**src/rtl/stopwatch_counter.sv**
```systemverilog
// stopwatch_counter: BCD mm:ss stopwatch core with run/pause/adjust FSM and blinking display enable
module stopwatch_counter #(
  parameter int MIN_MAX = 59,
  parameter int SEC_MAX = 59
) (
  input  logic       CLK,
  input  logic       RST,
  input  logic       ONE_HZ,
  input  logic       ADJ_TICK,
  input  logic       PAUSE,
  input  logic       ADJ,
  input  logic       SEL,
  output logic [3:0] MT,
  output logic [3:0] MO,
  output logic [3:0] ST,
  output logic [3:0] SO,
  output logic       EN,
  output logic [1:0] STATE
);
  typedef enum logic [1:0] {RUN = 2'b00, PAUSED = 2'b01, ADJUST = 2'b10} state_t;
  localparam logic [3:0] MT_MAX = 4'(MIN_MAX / 10);
  localparam logic [3:0] MO_TOP = 4'(MIN_MAX % 10);
  localparam logic [3:0] ST_MAX = 4'(SEC_MAX / 10);
  localparam logic [3:0] SO_TOP = 4'(SEC_MAX % 10);
  state_t state_q, state_d, saved_q, saved_d;
  logic [3:0] mt_q, mt_d, mo_q, mo_d, st_q, st_d, so_q, so_d;
  logic en_q, en_d;
  logic [8:0] sec_n, min_n;
  logic run_inc, adj_s, adj_m;
  // Returns {carry, tens, ones}; out-of-range digits behave as if at their max.
  function automatic logic [8:0] bcd_inc(input logic [3:0] t, o, tm, om);
    logic t_top, o_top;
    t_top = t >= tm;
    o_top = o >= (t_top ? om : 4'd9);
    return o_top ? (t_top ? 9'h100 : {1'b0, t + 4'd1, 4'd0}) : {1'b0, t_top ? tm : t, o + 4'd1};
  endfunction
  always_comb begin
    sec_n   = bcd_inc(st_q, so_q, ST_MAX, SO_TOP);
    min_n   = bcd_inc(mt_q, mo_q, MT_MAX, MO_TOP);
    run_inc = state_q == RUN && ONE_HZ;
    adj_s   = state_q == ADJUST && ADJ_TICK && SEL;
    adj_m   = state_q == ADJUST && ADJ_TICK && !SEL;
    saved_d = (state_q != ADJUST && ADJ) ? state_q : saved_q;
    state_d = state_q == ADJUST ? (ADJ ? ADJUST : saved_q)
            : ADJ ? ADJUST
            : PAUSE ? (state_q == RUN ? PAUSED : RUN)
            : state_q;
    {st_d, so_d} = (run_inc || adj_s) ? sec_n[7:0] : {st_q, so_q};
    {mt_d, mo_d} = (adj_m || (run_inc && sec_n[8])) ? min_n[7:0] : {mt_q, mo_q};
    en_d    = (state_q == ADJUST && ADJ) ? en_q ^ ADJ_TICK : 1'b1;
  end
  always_ff @(posedge CLK) begin
    if (RST) begin
      state_q <= RUN;
      saved_q <= RUN;
      mt_q    <= '0;
      mo_q    <= '0;
      st_q    <= '0;
      so_q    <= '0;
      en_q    <= 1'b1;
    end else begin
      state_q <= state_d;
      saved_q <= saved_d;
      mt_q    <= mt_d;
      mo_q    <= mo_d;
      st_q    <= st_d;
      so_q    <= so_d;
      en_q    <= en_d;
    end
  end
  assign MT    = mt_q;
  assign MO    = mo_q;
  assign ST    = st_q;
  assign SO    = so_q;
  assign EN    = en_q;
  assign STATE = state_q;
endmodule

```
**config.mk**
```make
export PLATFORM = sky130hd
export DESIGN_NAME = stopwatch_counter
export DESIGN_NICKNAME = d
export VERILOG_FILES = /design/src/rtl/stopwatch_counter.sv
export SDC_FILE = /design/constraint.sdc
export NUM_CORES = 1
export LEC_CHECK = 0
export BUFFER_PORTS_ARGS = -buffer_cell sky130_fd_sc_hd__buf_2
export CAP_MARGIN = 10
export CORE_ASPECT_RATIO = 0.75
export CORE_MARGIN = 2
export CORE_UTILIZATION = 55
export DETAILED_ROUTE_END_ITERATION = 6
export GPL_ROUTABILITY_DRIVEN = 0
export PLACE_DENSITY = 0.81
export SLEW_MARGIN = 40
export SYNTH_ARGS = -nofsm -noshare
export SYNTH_HDL_FRONTEND = slang
export SYNTH_SLANG_ARGS = --single-unit
```
**constraint.sdc**
```tcl
create_clock -name CLK -period 3.4 [get_ports CLK]
set_input_delay 0.85 -clock CLK [delete_from_list [all_inputs] [get_ports CLK]]
set_output_delay 0.85 -clock CLK [all_outputs]
set_load 0.05 [all_outputs]
```
# Yosys cells after proc, flatten, opt, wreduce, memory -nomap -nowiden
# Cells that the tools add are included.
[word_totals] elab_cells=47 register_bits=21 out_inout_bits=19
[classes] n_eq_ne=2 magnitude_cmp=4 n_bitwise=2 n_reduce_logical=17 n_mux=11 n_addsub=4
[ops] op="9-bit two-way mux" n=2
[ops] op="4-bit by 1-bit adder with 4-bit output (second input constant)" n=4
[ops] op="8-bit two-way mux" n=2
[ops] op="4-bit by 3-bit greater-or-equal comparator with 1-bit output (second input constant)" n=2
[ops] op="4-bit greater-or-equal comparator (second input constant)" n=2
[ops] op="2-bit two-way mux" n=4
[ops] op="4-bit two-way mux" n=2
[ops] op="1-bit logical AND" n=7
[ops] op="2-bit AND reduction" n=2
[ops] op="2-bit nonzero test" n=2
[ops] op="3-bit nonzero test" n=1
[ops] op="2-bit == test (second input constant)" n=1
[ops] op="2-bit zero test" n=1
[ops] op="1-bit logical OR" n=2
[ops] op="2-bit != test (second input constant)" n=1
[ops] op="2-bit OR reduction" n=1
[ops] op="1-bit zero test" n=1
[ops] op="1-bit two-way mux" n=1
[ops] op="1-bit NOT" n=1
[ops] op="1-bit bitwise XOR" n=1

# Longest topological paths before layout
[logic_depth] depth_word=6 depth_mapped=8 mapped_depth_nobuf=7

# Worst setup path before layout
# OpenSTA, ideal clock, no wires.
[synth_path] path_type="reg2reg" from="reg so_q[0], in the netlist SO[0]" to="reg mt_q[3], in the netlist MT[3]" t_arrival_ns=2.325 period_less_slack_ns=2.396 setup_slack_ns=1.004 stages_incl_launch_ff=8 required_ns=3.329 cell_sequence="dfxtp_1 inv_1 ha_1 or3b_2 nand2_1 o32a_4 or4_1 a21oi_1"
[synth_via] elab_chain_len=5
[synth_lines] element="start, declared" line="26" source="logic [3:0] mt_q, mt_d, mo_q, mo_d, st_q, st_d, so_q, so_d;"
[synth_lines] element="start signal, assigned" line="59" source="so_q <= '0;"
[synth_lines] element="start signal, assigned" line="67" source="so_q <= so_d;"
[synth_lines] element="4-bit greater-or-equal comparator" line="34" source="o_top = o >= (t_top ? om : 4'd9);"
[synth_lines] element="9-bit two-way mux" line="35" source="return o_top ? (t_top ? 9'h100 : {1'b0, t + 4'd1, 4'd0}) : {1'b0, t_top ? tm : t, o + 4'd1};"
[synth_lines] element="1-bit logical AND" line="49" source="{mt_d, mo_d} = (adj_m || (run_inc && sec_n[8])) ? min_n[7:0] : {mt_q, mo_q};"
[synth_lines] element="1-bit logical OR" line="49"
[synth_lines] element="2-bit AND reduction (no line)"
[synth_lines] element="end signal, assigned" line="64" source="mt_q <= mt_d;"
[synth_lines] element="end, declared" line="26"
# No other way between the ends.
# A chain may end at the register's enable or synchronous reset.

# Worst setup path in the final report
# Same ends and word-level chain as after synthesis.

==> flow_summary.html <==
<table>
<tr><th>Metric</th><th>Value</th></tr>
<tr><th colspan="2">Clocking</th></tr>
<tr><td>Clock root buffer</td><td>clkbuf_4</td></tr>
<tr><td>Hold-fix buffers, CTS</td><td>0</td></tr>
<tr><td>CTS H-tree depth</td><td>1</td></tr>
<tr><td>Clock tree from TritonCTS</td><td>yes</td></tr>
<tr><td>Clock-pin transition on the worst setup and hold timing paths</td><td>120 ps</td></tr>
<tr><td>Worst-case clock buffer depth</td><td>2</td></tr>
<tr><td>Count of instances resized after the clock tree is built</td><td>0</td></tr>
<tr><td>CTS sink cnt</td><td>21</td></tr>
<tr><td>Clock buffer count from CTS</td><td>3</td></tr>
<tr><td>Post-CTS Setup Bufs</td><td>0</td></tr>
<tr><td>Worst skew pair latency</td><td>between 300 and 400 ps</td></tr>
<tr><th colspan="2">Route</th></tr>
<tr><td>Drt first-iter violations</td><td>28</td></tr>
<tr><td>Remaining antenna violation count</td><td>0</td></tr>
<tr><td>First-pass iteration count of the detailed router</td><td>7</td></tr>
<tr><td>Remaining DRCs</td><td>0</td></tr>
<tr><td>Post-DR vias/cell</td><td>just under 6</td></tr>
<tr><td>Total routed wirelength</td><td>around 2600 µm</td></tr>
<tr><td>DR WL/cell</td><td>~13 µm</td></tr>
<tr><td>Total number of vias</td><td>about 1100</td></tr>
<tr><th colspan="2">STA</th></tr>
<tr><td>Worst setup margin</td><td>1170 ps</td></tr>
<tr><td>Max transition margin</td><td>0.659</td></tr>
<tr><td>Final period util</td><td>0.655</td></tr>
<tr><td>Highest clock frequency the design can meet</td><td>449 MHz</td></tr>
<tr><td>Worst-margin pin slew</td><td>511 ps</td></tr>
<tr><td>Aggregate negative setup slack</td><td>0 ps</td></tr>
<tr><td>Final Hold Violating Endpoints</td><td>0</td></tr>
<tr><td>Count of endpoints failing setup in the final report</td><td>0</td></tr>
<tr><td>Clock Skews</td><td>1.62 ps</td></tr>
<tr><td>Pins Over Slew Limit</td><td>0</td></tr>
<tr><td>Final worst path period need</td><td>approximately 2200 ps</td></tr>
<tr><td>Setup repair after global routing missed its margin</td><td>false</td></tr>
<tr><th colspan="2">Synth</th></tr>
<tr><td>Netlist Area Pre-Place</td><td>approximately 1200 µm²</td></tr>
<tr><td>Top flip-flop cell by instance count after synthesis</td><td>dfxtp_1</td></tr>
<tr><td>Top cells by area, synth</td><td>dfxtp_1 (35%), ha_1 (13%), a21oi_1 (7.5%)</td></tr>
<tr><td>Fraction of synthesized cell area taken by the top area cell type</td><td>0.351</td></tr>
<tr><td>Post-synth EDFFs</td><td>0</td></tr>
<tr><td>Synth Register Bits</td><td>21</td></tr>
<tr><td>Ys Warns</td><td>0</td></tr>
<tr><td>Per-instance average area after synthesis</td><td>around 8.4 µm²</td></tr>
<tr><td>Number of different library cells in the post-synthesis netlist</td><td>37</td></tr>
<tr><td>Net count of the mapped netlist</td><td>162</td></tr>
<tr><td>Share of synthesized registers carrying an async set or reset</td><td>0</td></tr>
<tr><td>Count of mapped cells out of synthesis</td><td>around 140</td></tr>
<tr><td>Cell type with the highest aggregate area in the netlist</td><td>dfxtp_1</td></tr>
<tr><td>Sequential cell area fraction in the yosys report</td><td>0.351</td></tr>
<tr><th colspan="2">Power</th></tr>
<tr><td>Switching share of power</td><td>0.289</td></tr>
<tr><td>Switching power</td><td>~130 µW</td></tr>
<tr><td>Share of total power in sequential cells</td><td>0.584</td></tr>
<tr><td>Relative contribution of combinational cells to total power</td><td>0.131</td></tr>
<tr><td>Static leakage</td><td>0.000599 µW</td></tr>
<tr><td>PD cells</td><td>between 300 and 400 nW/µm²</td></tr>
<tr><td>IR Drop Worst-Case VDD</td><td>between 0.2 and 0.3 mV</td></tr>
<tr><td>Cell-internal power</td><td>315 µW</td></tr>
<tr><td>Part of the total power dissipated in the clock network</td><td>0.286</td></tr>
<tr><th colspan="2">Placed design</th></tr>
<tr><td>HPWL Detailed</td><td>approximately 1900 µm</td></tr>
<tr><td>Placement-stage worst setup slack</td><td>975 ps</td></tr>
<tr><td>Buffers on Ports</td><td>25</td></tr>
<tr><th colspan="2">GRT</th></tr>
<tr><td>Wire length of the first global-routing pass</td><td>4370 µm</td></tr>
<tr><td>Antenna violations before repair</td><td>0</td></tr>
<tr><td>Vias in the first global route</td><td>around 990</td></tr>
<tr><td>Largest net degree at the start of global routing</td><td>25</td></tr>
<tr><td>Global routing usage summed across all routing layers</td><td>0.220</td></tr>
<tr><td>Residual overflow from global routing</td><td>0</td></tr>
<tr><th colspan="2">Layout</th></tr>
<tr><td># diodes</td><td>0</td></tr>
<tr><td>Final-stage net count</td><td>approximately 190</td></tr>
<tr><td>Fraction of layout instances using a drive strength above 1</td><td>0.207</td></tr>
<tr><td>Utilization after layout</td><td>0.680</td></tr>
<tr><td>Layout-stage area growth over the synthesis result</td><td>15.2%</td></tr>
<tr><th colspan="2">Die</th></tr>
<tr><td>Top-level I/O count</td><td>26</td></tr>
<tr><td>Area of the die</td><td>2570 µm²</td></tr>
<tr><td>Die span in y</td><td>44.4 µm</td></tr>
<tr><td>Total core area</td><td>2030 µm²</td></tr>
<tr><td>Die X</td><td>57.9 µm</td></tr>
<tr><td>Std-Cell Rows</td><td>14</td></tr>
<tr><td>Effective utilization at floorplan</td><td>0.590</td></tr>
<tr><th colspan="2">Min path</th></tr>
<tr><td>Tightest Hold Check Type</td><td>reg2reg</td></tr>
<tr><th colspan="2">Worst setup path</th></tr>
<tr><td>Kind of launch point of the worst setup path</td><td>flop</td></tr>
<tr><td>CP Max Fanout</td><td>9</td></tr>
<tr><td>Max stage delay cell, worst path</td><td>or4_1</td></tr>
<tr><td>Critical path capture point type</td><td>flop</td></tr>
<tr><td>CP Class</td><td>reg2reg</td></tr>
<tr><td>Required time of the critical path</td><td>~3700 ps</td></tr>
<tr><td>Cell breakdown of the critical path</td><td>inv_1, ha_1, or3b_2, nand2_1, o32a_4, or4_1, a21oi_1</td></tr>
<tr><td>Arrival time of the worst setup path</td><td>~2500 ps</td></tr>
<tr><td>Maximum single-stage delay on the critical path</td><td>540 ps</td></tr>
<tr><th colspan="2">Job</th></tr>
<tr><td>Max-capacitance violation count</td><td>0</td></tr>
<tr><th colspan="2">Status</th></tr>
<tr><td>Result of the run</td><td>completed</td></tr>
</table>
-- flip-flops by register name (all words and copies together) (netlist names) --
signal / count
MO: 4
MT: 4
SO: 4
ST: 4
STATE: 2
saved_q: 2
EN: 1
-- power by group through the flow --
stage               clock [µW]  combinational, µW  sequential, µW
detailed placement           0               57.4             263
finish                     126               57.9             258
CTS                        128               57.6             258
global route               133               64.1             259
global placement             0               55.5             263
floorplan                    0               29.3             275
-- per-layer routing --
layer / up-vias / part of all wire / global-route usage
li1: 566 / - / -
met1: 508 / 0.49 / 0.300
met2: 36 / 0.44 / 0.355
met3: 3 / 0.059 / 0.0556
met4: 0 / 0.0062 / 0.0512
met5: - / 0 / 0
-- cell type report --
cell class                 count  area [µm²]
clock buffer                   3        22.5
inverter                      10        37.5
tap                           24        30.0
multi-input combinational    108         733
timing repair buffer          26         133
fill                         178         651
clock inverter                 1        5.00
sequential                    21         420
-- final timing paths --
check	start	to	slack, ps	cells past startpoint
worst max-delay path	SO[0]	MT[3]	1170	7
worst min-delay path	SO[2]	SO[2]	500	2
worst max register to register	SO[0]	MT[3]	1170	7
worst min register to register	SO[2]	SO[2]	500	2
-- synth_stat cells, drive strengths merged (2+ instances only) --
cell / instances
dfxtp: 21
a21oi: 18
nor2: 15
ha: 12
inv: 10
nand2: 8
nand2b: 6
o21ai: 6
nand3: 5
nor3: 5
clkbuf: 4
a21o: 3
o31ai: 3
o32ai: 3
a22oi: 2
and2: 2
nand3b: 2
-- cells by family after synthesis --
| group | Yosys count | synth area share |
|---|---|---|
| compound gates | 42 | 0.231 |
| xor+xnor | 1 | 0.00731 |
| fa+ha+maj | 12 | 0.125 |
| buf+inv | 14 | 0.0438 |
| flops | 21 | 0.351 |
| simple gates | 53 | 0.242 |
-- metrics by stage --
step	power (µW)	std cells	hold WS, ps	instance area, µm²
2_1_floorplan	304	143	452	1200
3_3_place_gp	319	189	466	1350
3_5_place_dp	321	189	490	1350
4_1_cts	443	193	507	1370
5_1_grt	456	193	548	1380
6_report	442	193	499	1380
-- cell usage in the layout, fill, tap and decap left out, types with 3 or more instances in the layout --
| cell | count |
|---|---|
| nand2_1 | 8 |
| ha_1 | 12 |
| buf_2 | 25 |
| o31ai_1 | 3 |
| nor2_1 | 15 |
| nand3_1 | 5 |
| a21oi_1 | 18 |
| clkbuf_4 | 3 |
| nor3_1 | 5 |
| a21o_1 | 3 |
| inv_1 | 10 |
| o21ai_0 | 6 |
| dfxtp_1 | 21 |
| nand2b_1 | 5 |
-- worst max-delay path, delay by kind of cell (launching register included) --
kind                       cells  cell delay [ps]
and+or+nand+nor                3              870
adders and majority gates      1              190
DFF                            1              450
buffers and inverters          1               70
AOI/OAI and AO/OA              2              580
No activity file was read; power rests on OpenSTA's default activity.
